==> config.mk <==
export PLATFORM = sky130hd
export DESIGN_NAME = flowled_sequencer_flat
export DESIGN_NICKNAME = d
export VERILOG_FILES = /design/src/rtl/flowled_sequencer_pkg.sv /design/src/rtl/flowled_sequencer_if.sv /design/src/rtl/flowled_tick_gen.sv /design/src/rtl/flowled_sequencer.sv /design/src/flat_wrapper.sv
export SDC_FILE = /design/constraint.sdc
export NUM_CORES = 1
export LEC_CHECK = 0
export BUFFER_PORTS_ARGS = -buffer_cell sky130_fd_sc_hd__buf_2
export CAP_MARGIN = 20
export CORE_MARGIN = 8
export CORE_UTILIZATION = 40
export CTS_CLUSTER_DIAMETER = 150
export DETAILED_ROUTE_END_ITERATION = 8
export PLACE_DENSITY_LB_ADDON = 0.3
export SLEW_MARGIN = 20
export SYNTH_ARGS = -nofsm -noshare
export SYNTH_HDL_FRONTEND = slang
export SYNTH_SLANG_ARGS = --single-unit
export TNS_END_PERCENT = 50
==> constraint.sdc <==
create_clock -name CLK -period 2.7 [get_ports CLK]
set_input_delay 0.54 -clock CLK [delete_from_list [all_inputs] [get_ports CLK]]
set_output_delay 0.54 -clock CLK [all_outputs]
set_load 0.02 [all_outputs]
==> src/rtl/flowled_sequencer_pkg.sv <==
// Shared encodings and default timing constants for the flow-LED sequencer.
package flowled_sequencer_pkg;

  localparam int unsigned T_STEP_DEF = 12_500_000;
  localparam int unsigned CNT_W_DEF  = 25;
  localparam int unsigned MODE_W     = 2;

  typedef enum logic [MODE_W-1:0] {
    MODE_SHL   = 2'd0,
    MODE_SHR   = 2'd1,
    MODE_PING  = 2'd2,
    MODE_BLINK = 2'd3
  } mode_e;

  typedef enum logic {
    ST_IDLE = 1'b0,
    ST_RUN  = 1'b1
  } state_e;

endpackage

==> src/rtl/flowled_sequencer_if.sv <==
// Control/status bundle between a host and the flow-LED sequencer.
interface flowled_sequencer_if #(
  parameter int unsigned LED_NUM = 4
);
  logic               Start_Sig;
  logic               Stop_Sig;
  logic [1:0]         Mode_Sel;
  logic [1:0]         Speed_Sel;
  logic [LED_NUM-1:0] LED_Out;
  logic               Busy;
  logic               Step_Done;

  modport master (
    output Start_Sig, Stop_Sig, Mode_Sel, Speed_Sel,
    input  LED_Out, Busy, Step_Done
  );

  modport slave (
    input  Start_Sig, Stop_Sig, Mode_Sel, Speed_Sel,
    output LED_Out, Busy, Step_Done
  );
endinterface

==> src/rtl/flowled_tick_gen.sv <==
// Prescale counter: wraps every len cycles while enabled; tick is a
// combinational strobe on the last count so the caller advances at that edge.
module flowled_tick_gen
  import flowled_sequencer_pkg::*;
#(
  parameter int unsigned CNT_W = CNT_W_DEF
) (
  input  logic             CLK,
  input  logic             RSTn,
  input  logic             clear,
  input  logic             enable,
  input  logic [CNT_W-1:0] len,
  output logic             tick
);
  logic [CNT_W-1:0] cnt;
  logic             at_end;

  assign at_end = (cnt == len - CNT_W'(1));
  assign tick   = enable && at_end;

  always_ff @(posedge CLK) begin
    if (!RSTn)       cnt <= '0;
    else if (clear)  cnt <= '0;
    else if (enable) cnt <= at_end ? '0 : cnt + CNT_W'(1);
  end
endmodule

==> src/rtl/flowled_sequencer.sv <==
// Running-light sequencer: IDLE/RUN control, latched mode/step length,
// and the LED pattern register advanced on each prescaler tick.
module flowled_sequencer
  import flowled_sequencer_pkg::*;
#(
  parameter int unsigned LED_NUM = 4,
  parameter int unsigned T_STEP  = T_STEP_DEF,
  parameter int unsigned CNT_W   = CNT_W_DEF
) (
  input  logic         CLK,
  input  logic         RSTn,
  flowled_sequencer_if.slave bus
);
  localparam int unsigned POS_W = (LED_NUM > 1) ? $clog2(LED_NUM) : 1;
  localparam logic [POS_W-1:0] POS_LAST = POS_W'(LED_NUM - 1);

  state_e             state, state_nxt;
  mode_e              mode_q, mode_d;
  logic [CNT_W-1:0]   len_q, len_d;
  logic [POS_W-1:0]   pos_q, pos_d;
  logic               dir_up_q, dir_up_d;
  logic [LED_NUM-1:0] led_q, led_d;
  logic               busy_q, busy_d;
  logic               step_done_q, step_done_d;
  logic               start_c, stop_c, tick;

  // Stop has priority over a simultaneous start.
  assign start_c = (state == ST_IDLE) && bus.Start_Sig && !bus.Stop_Sig;
  assign stop_c  = (state == ST_RUN) && bus.Stop_Sig;

  flowled_tick_gen #(.CNT_W(CNT_W)) u_tick (
    .CLK    (CLK),
    .RSTn   (RSTn),
    .clear  (start_c || stop_c),
    .enable (state == ST_RUN),
    .len    (len_q),
    .tick   (tick)
  );

  always_ff @(posedge CLK) begin
    if (!RSTn) state <= ST_IDLE;
    else       state <= state_nxt;
  end

  always_comb begin
    state_nxt = state;
    if (start_c)     state_nxt = ST_RUN;
    else if (stop_c) state_nxt = ST_IDLE;
  end

  always_comb begin
    mode_d      = mode_q;
    len_d       = len_q;
    pos_d       = pos_q;
    dir_up_d    = dir_up_q;
    led_d       = led_q;
    busy_d      = busy_q;
    step_done_d = 1'b0;
    if (start_c) begin
      mode_d   = mode_e'(bus.Mode_Sel);
      len_d    = CNT_W'(T_STEP) >> bus.Speed_Sel;
      pos_d    = '0;
      dir_up_d = 1'b1;
      busy_d   = 1'b1;
      case (mode_e'(bus.Mode_Sel))
        MODE_SHR:   led_d = LED_NUM'(1) << (LED_NUM - 1);
        MODE_BLINK: led_d = '1;
        default:    led_d = LED_NUM'(1);
      endcase
    end else if (stop_c) begin
      led_d  = '0;
      busy_d = 1'b0;
    end else if ((state == ST_RUN) && tick) begin
      step_done_d = 1'b1;
      case (mode_q)
        MODE_SHL: led_d = {led_q[LED_NUM-2:0], led_q[LED_NUM-1]};
        MODE_SHR: led_d = {led_q[0], led_q[LED_NUM-1:1]};
        MODE_PING: begin
          // Flip direction on arriving at an end so end LEDs are not repeated.
          if (dir_up_q) begin
            pos_d = pos_q + POS_W'(1);
            if (pos_d == POS_LAST) dir_up_d = 1'b0;
          end else begin
            pos_d = pos_q - POS_W'(1);
            if (pos_d == '0) dir_up_d = 1'b1;
          end
          led_d = LED_NUM'(1) << pos_d;
        end
        default: led_d = ~led_q;
      endcase
    end
  end

  always_ff @(posedge CLK) begin
    if (!RSTn) begin
      mode_q      <= MODE_SHL;
      len_q       <= '0;
      pos_q       <= '0;
      dir_up_q    <= 1'b1;
      led_q       <= '0;
      busy_q      <= 1'b0;
      step_done_q <= 1'b0;
    end else begin
      mode_q      <= mode_d;
      len_q       <= len_d;
      pos_q       <= pos_d;
      dir_up_q    <= dir_up_d;
      led_q       <= led_d;
      busy_q      <= busy_d;
      step_done_q <= step_done_d;
    end
  end

  assign bus.LED_Out   = led_q;
  assign bus.Busy      = busy_q;
  assign bus.Step_Done = step_done_q;
endmodule

==> src/flat_wrapper.sv <==
// flat-port wrapper written by rule: the top's interface ports become plain ports
module flowled_sequencer_flat import flowled_sequencer_pkg::*;
#(
  parameter int unsigned LED_NUM = 4,
  parameter int unsigned T_STEP  = T_STEP_DEF,
  parameter int unsigned CNT_W   = CNT_W_DEF
)
  (CLK, RSTn, bus_Start_Sig, bus_Stop_Sig, bus_Mode_Sel, bus_Speed_Sel, bus_LED_Out, bus_Busy, bus_Step_Done);
  flowled_sequencer_if #(.LED_NUM(LED_NUM)) bus_i ();
  input  logic CLK;
  input  logic RSTn;
  input wire logic [$bits(bus_i.Start_Sig)-1:0] bus_Start_Sig;
  input wire logic [$bits(bus_i.Stop_Sig)-1:0] bus_Stop_Sig;
  input wire logic [$bits(bus_i.Mode_Sel)-1:0] bus_Mode_Sel;
  input wire logic [$bits(bus_i.Speed_Sel)-1:0] bus_Speed_Sel;
  output wire logic [$bits(bus_i.LED_Out)-1:0] bus_LED_Out;
  output wire logic [$bits(bus_i.Busy)-1:0] bus_Busy;
  output wire logic [$bits(bus_i.Step_Done)-1:0] bus_Step_Done;
  assign bus_i.Start_Sig = bus_Start_Sig;
  assign bus_i.Stop_Sig = bus_Stop_Sig;
  assign bus_i.Mode_Sel = bus_Mode_Sel;
  assign bus_i.Speed_Sel = bus_Speed_Sel;
  assign bus_LED_Out = bus_i.LED_Out;
  assign bus_Busy = bus_i.Busy;
  assign bus_Step_Done = bus_i.Step_Done;
  flowled_sequencer #(.LED_NUM(LED_NUM), .T_STEP(T_STEP), .CNT_W(CNT_W)) u_core (.CLK(CLK), .RSTn(RSTn), .bus(bus_i));
endmodule
; Word-level counts from Yosys, hierarchy flattened
; Cells that the tools add are included.
[totals]
ff_bits = 61
input_bits = 8
output_inout_bits = 6
word_cells = 56
[classes]
add_sub_neg = 4
eq_ne = 6
shift = 2
mux = 17
n_bitwise = 4
reduce_logical = 15
[op_table]
columns = cell, n
row1 = $add 25x1->25 const B, 1
row2 = $eq 25x25->1, 1
row3 = $mux 25, 1
row4 = $shr 24x2->25 const A, 1
row5 = $sub 25x1->25 const B, 1
row6 = $mux 4, 3
row7 = $pmux 4 s3, 1
row8 = $mux 2, 5
row9 = $pmux 4 s2, 1
row10 = $eq 2x2->1 const B, 3
row11 = $mux 1, 6
row12 = $logic_and 1x1->1, 5
row13 = $eq 2x1->1 const B, 2
row14 = $logic_not 2->1, 2
row15 = $not 4->4, 1
row16 = $reduce_or 2->1, 2
row17 = $shl 1x2->4 const A, 1
row18 = $not 1->1, 3
row19 = $reduce_and 3->1, 1
row20 = $reduce_bool 3->1, 1
row21 = $reduce_or 3->1, 1
row22 = $add 2x1->2 const B, 1
row23 = $reduce_bool 2->1, 1
row24 = $sub 2x1->2 const B, 1
row25 = 2 further kinds, 2

; Longest topological paths before layout
[logic_depth]
ltp_word = 12
ltp_mapped = 11

; By module
; Synthesis repeated with hierarchy kept, for this count alone.
[unflattened]
hier_cells = 392
area_unflattened_um2 = 3143.0
[modules_own_cells]
columns = mod, n_inst, cells_per_inst, area_per_inst_um2
row1 = flowled_tick_gen, 1, 269, 2048.2
row2 = flowled_sequencer, 1, 123, 1094.8

; Least setup slack after synthesis
; Ideal clock, no wire load.
[synth_path]
kind = register to register
startpoint = reg u_core.len_q[7]
endpoint = reg u_core.u_tick.cnt[0]
t_arrival_ns = 2.763
required_time_ns = 2.568
setup_slack_ns = -0.195
stages_incl_launch_ff = 12
path_buffers = 2
path_cell_list = dfxtp_1 > buf_6 > inv_1 > ha_1 > nor3b_2 > xnor2_1 > nand3_1 > a2111oi_2 > nand4b_1 > nor4_4 > buf_2 > nor3_1
[synth_between]
elab_chain_cells = 3
[synth_rtl]
columns = element, line_no
row1 = "start, declared", flowled_sequencer.sv:19  ; logic [CNT_W-1:0] len_q, len_d;
row2 = "start signal, assigned", flowled_sequencer.sv:105  ; len_q <= len_d;
row3 = $sub 25x1->25, flowled_tick_gen.sv:18  ; assign at_end = (cnt == len - CNT_W'(1));
row4 = $eq 25x25->1, flowled_tick_gen.sv:18
row5 = $mux 25, flowled_tick_gen.sv:24  ; else if (enable) cnt <= at_end ? '0 : cnt + CNT_W'(1);
row6 = "end signal, assigned", flowled_tick_gen.sv:24
row7 = "end, declared", flowled_tick_gen.sv:15  ; logic [CNT_W-1:0] cnt;
; No other way between the ends.
; A chain may end at the register's enable or synchronous reset.

; Worst setup path in the final report
[layout_path]
startpoint = reg u_core.len_q[16]
endpoint = reg u_core.led_q[2] (netlist: u_core.bus.LED_Out[2])
[layout_between]
elab_chain_cells = 5
[layout_rtl]
columns = element, line_no
row1 = $sub 25x1->25, flowled_tick_gen.sv:18
row2 = $eq 25x25->1, flowled_tick_gen.sv:18
row3 = $logic_and 1x1->1, flowled_tick_gen.sv:19  ; assign tick = enable && at_end;
row4 = $logic_and 1x1->1, flowled_sequencer.sv:73  ; end else if ((state == ST_RUN) && tick) begin
row5 = $reduce_bool 3->1 (no source line), n/a
row6 = "end signal, assigned", flowled_sequencer.sv:108  ; led_q <= led_d;
row7 = "end, declared", flowled_sequencer.sv:22  ; logic [LED_NUM-1:0] led_q, led_d;
; No other way between the ends.

==> impl_metrics.ini <==
[layout]
final_cell_mix = 46 x dfxtp_1, 32 x nor3_1, 31 x xor2_1
diodes = 0
syn_to_final_growth_pct = 13.9
nNetsFinal = 399
layout_commonest_cell = dfxtp_1
drive_gt1_frac = 0.165
stdcell_area_um2 = 3470

[floorplanning]
coreArea_um2 = 7570
fp-row-count = 32
io_pins = 14
die_w_um = 103
start_util = 0.403
dieArea_um2 = 10700
die_y_um = 103

[worst_setup_path]
critical_path_depth = 9
critPathCaptureType = register
r2r_cells = 9
path_class = reg2reg
reg2reg_from = u_core.len_q[16]$_SDFFE_PN0P_
startpoint = u_core.len_q[16]$_SDFFE_PN0P_
critPathMaxFanout = 8
cp_common_cell = nor4_4
crit_end = u_core.bus.LED_Out[2]$_SDFFE_PN0P_
rrSetupSlack_ps = 110
critPathMaxStageDelay_ps = 420
crit_chain = buf_4 > nor4_4 > nand2_1 > xnor2_1 > a211o_4 > nor4_4 > buf_6 > a21oi_2 > a221oi_2
r2r_end = u_core.bus.LED_Out[2]$_SDFFE_PN0P_
crit_path_start_kind = register
cp_slowest_cell = nor4_4
worstPathArrival_ps = 2800
cp.required_ps = 2920
crit_family = simple AND/OR/NAND/NOR gates
cp_num_buf_inv = 2

[synthesis]
synth_warnings = 0
yosysUniqueCellTypes = 59
synth_edf_count = 0
synth_cells = 367
syn_nets = 379
async_reset_ff_frac = 0
ys_seq_elements = 48
synth_flop_cell = dfxtp_1
synth_seq_area_share = 0.315
syn_avg_cell_area_um2 = 8.32
syn_area_um2 = 3050

[global_routing]
grt_pass1_vias = 2549
grt-ovfl-total = 0
grt_pass1_wl_mm = 12.3
grt_usage = 0.145
grt_max_degree = 27
antenna_found_initial = 0

[sta]
max_freq_mhz = 387
final_hold_viol_count = 0
grt_setup_unrepaired = true
min_period_ps = 2590
worstMarginPinSlew_ps = 475
whs_ps = 472
finalSetupTns_ps = 0
drv_slew = 0
setup_viol = 0
skew_ps = 8.69
fin_crit_sh = 0.958
relSlewSlack = 0.681

[clock_network]
htreeDepth = 2
cts_buffers = 5
postCtsHoldBufs = 0
clockBufferDepth = 2
root_buffer = clkbuf_8
cts_tree = built
insertion_delay_ps = 300
clock-sinks = 48
clk_pin_slew_ps = 90

[drt]
dr.pass1.iters = 4
vias = 2720
drc = 0
wl_per_cell_um = 15.2
viasPerCell = 5.55
drt_wl_total_mm = 7.43
ant_nets = 0
drt-initial-drc-count = 76

[flow_run]
maxCapViolations = 0

[power]
power_mw = 1.61
vdd_drop_max_v = 0.000205
p_per_area_nw_per_um2 = 464
leakagePower_nw = 1.30

[min_path]
hp-class = in2reg

[placed_design]
gp_congestion = 0.860
dpl_cell_area_um2 = 3290
hpwlAfterDp_mm = 5.53
port_buffers = 13

[run_status]
status = finished clean
==> state kept, by name, indices dropped and copies added (netlist names) <==
name and count:
u_core.len_q 12, u_core.u_tick.cnt 25, u_core.dir_up_q 1, u_core.bus.LED_Out 4, u_core.mode_q 2, u_core.pos_q 2
u_core.bus.Busy 1, u_core.bus.Step_Done 1
==> metal layers <==
layer  track usage  vias to the layer above  part of all wire  wire, um
met4        0.0412                        0             0.013        94
met1         0.183                     1307              0.48      3540
met5             0                        -                 0         0
met3        0.0261                        8             0.024       180
li1              -                     1370                 -         -
met2         0.245                       35              0.49      3620
==> repair_timing <==
action                     in CTS  in global routing
hold endpoints to repair        0                  0
setup endpoints to repair       0                 31
buffers inserted                0                  3
resized for setup               0                  7
==> cells by family (layout without fill, tap and decap cells) <==
group | after synthesis | after routing | share of synthesized area
and+or+nand+nor | 154 | 155 | 0.289
xor gates and xnor gates | 48 | 48 | 0.138
muxes | 3 | 3 | 0.00984
DFF | 48 | 48 | 0.315
adders and majority gates | 4 | 4 | 0.0164
buffers and inverters | 36 | 56 | 0.0615
AOI/OAI and AO/OA | 74 | 74 | 0.171
==> worst reg2reg max path, cell delays in order (launching register included) <==
cell and delay, ps:
dfxtp_4 400, buf_4 160, nor4_4 420, nand2_1 150
xnor2_1 160, a211o_4 370, nor4_4 300, buf_6 170
a21oi_2 90, a221oi_2 270
==> final cells by class <==
class / count / area, um2
clock buffer: 7 / 96.3
clock inverter: 1 / 30.0
timing repair buffer: 35 / 246
sequential: 48 / 966
fill: 755 / 4090
multi-input combinational: 284 / 1960
tap: 102 / 128
inverter: 13 / 48.8
==> how the worst min path moves through the flow <==
| stage | endpoint | cells past startpoint | slack (ps) | from |
|---|---|---|---|---|
| 6_report | u_core.bus.Busy$_SDFFE_PN0P_ | 2 | 470 | bus_Stop_Sig |
| 5_1_grt | u_core.bus.Busy$_SDFFE_PN0P_ | 2 | 490 | bus_Stop_Sig |
| 4_1_cts | u_core.bus.Busy$_SDFFE_PN0P_ | 2 | 460 | bus_Stop_Sig |
| 3_5_place_dp | u_core.bus.LED_Out[1]$_SDFFE_PN0P_ | 2 | 500 | u_core.bus.LED_Out[1]$_SDFFE_PN0P_ |
| 3_3_place_gp | u_core.bus.LED_Out[1]$_SDFFE_PN0P_ | 2 | 490 | u_core.bus.LED_Out[1]$_SDFFE_PN0P_ |
| 2_1_floorplan | u_core.u_tick.cnt[1]$_SDFFE_PP0P_ | 2 | 490 | u_core.u_tick.cnt[1]$_SDFFE_PP0P_ |
==> cell usage after synthesis (all sizes together) (2+ instances only) <==
library cell | count | area (um2)
and4 | 5 | 43.8
and2 | 3 | 18.8
clkbuf | 12 | 45.0
nand4b | 2 | 17.5
nor3 | 34 | 186
a41oi | 2 | 17.5
nand2 | 30 | 113
a2111oi | 2 | 23.8
dfxtp | 48 | 961
o311a | 2 | 20.0
o22ai | 2 | 12.5
a211oi | 3 | 22.5
a31o | 2 | 17.5
nor3b | 6 | 50.1
nand3 | 17 | 85.1
buf | 11 | 93.8
a21o | 3 | 25.0
o31a | 3 | 26.3
ha | 4 | 50.1
nand2b | 2 | 12.5
nand4 | 14 | 87.6
nor2 | 22 | 82.6
o21ai | 11 | 55.1
a22oi | 2 | 15.0
xor2 | 31 | 272
mux2i | 3 | 30.0
nor2b | 6 | 37.5
a31oi | 5 | 31.3
a221oi | 2 | 23.8
xnor2 | 17 | 149
inv | 12 | 45.0
a21oi | 24 | 124
and3 | 5 | 31.3
nor4 | 5 | 91.3
==> power by group <==
group,switching [mW],total [mW],internal (mW)
clock,0.245,0.572,0.327
combinational,0.167,0.288,0.122
sequential,0.0283,0.752,0.724
total,0.440,1.61,1.17
==> metrics by stage <==
| stage | worst slack, ps | util | instances |
|---|---|---|---|
| finish | 115 | 0.459 | 490 |
| floorplan | 4.54 | - | 367 |
| CTS | 22.0 | 0.452 | 486 |
| global placement | 119 | 0.435 | 478 |
| global route | -1.53 | 0.459 | 490 |
| detailed placement | 52.7 | 0.435 | 478 |
No activity file was read; power rests on OpenSTA's default activity.
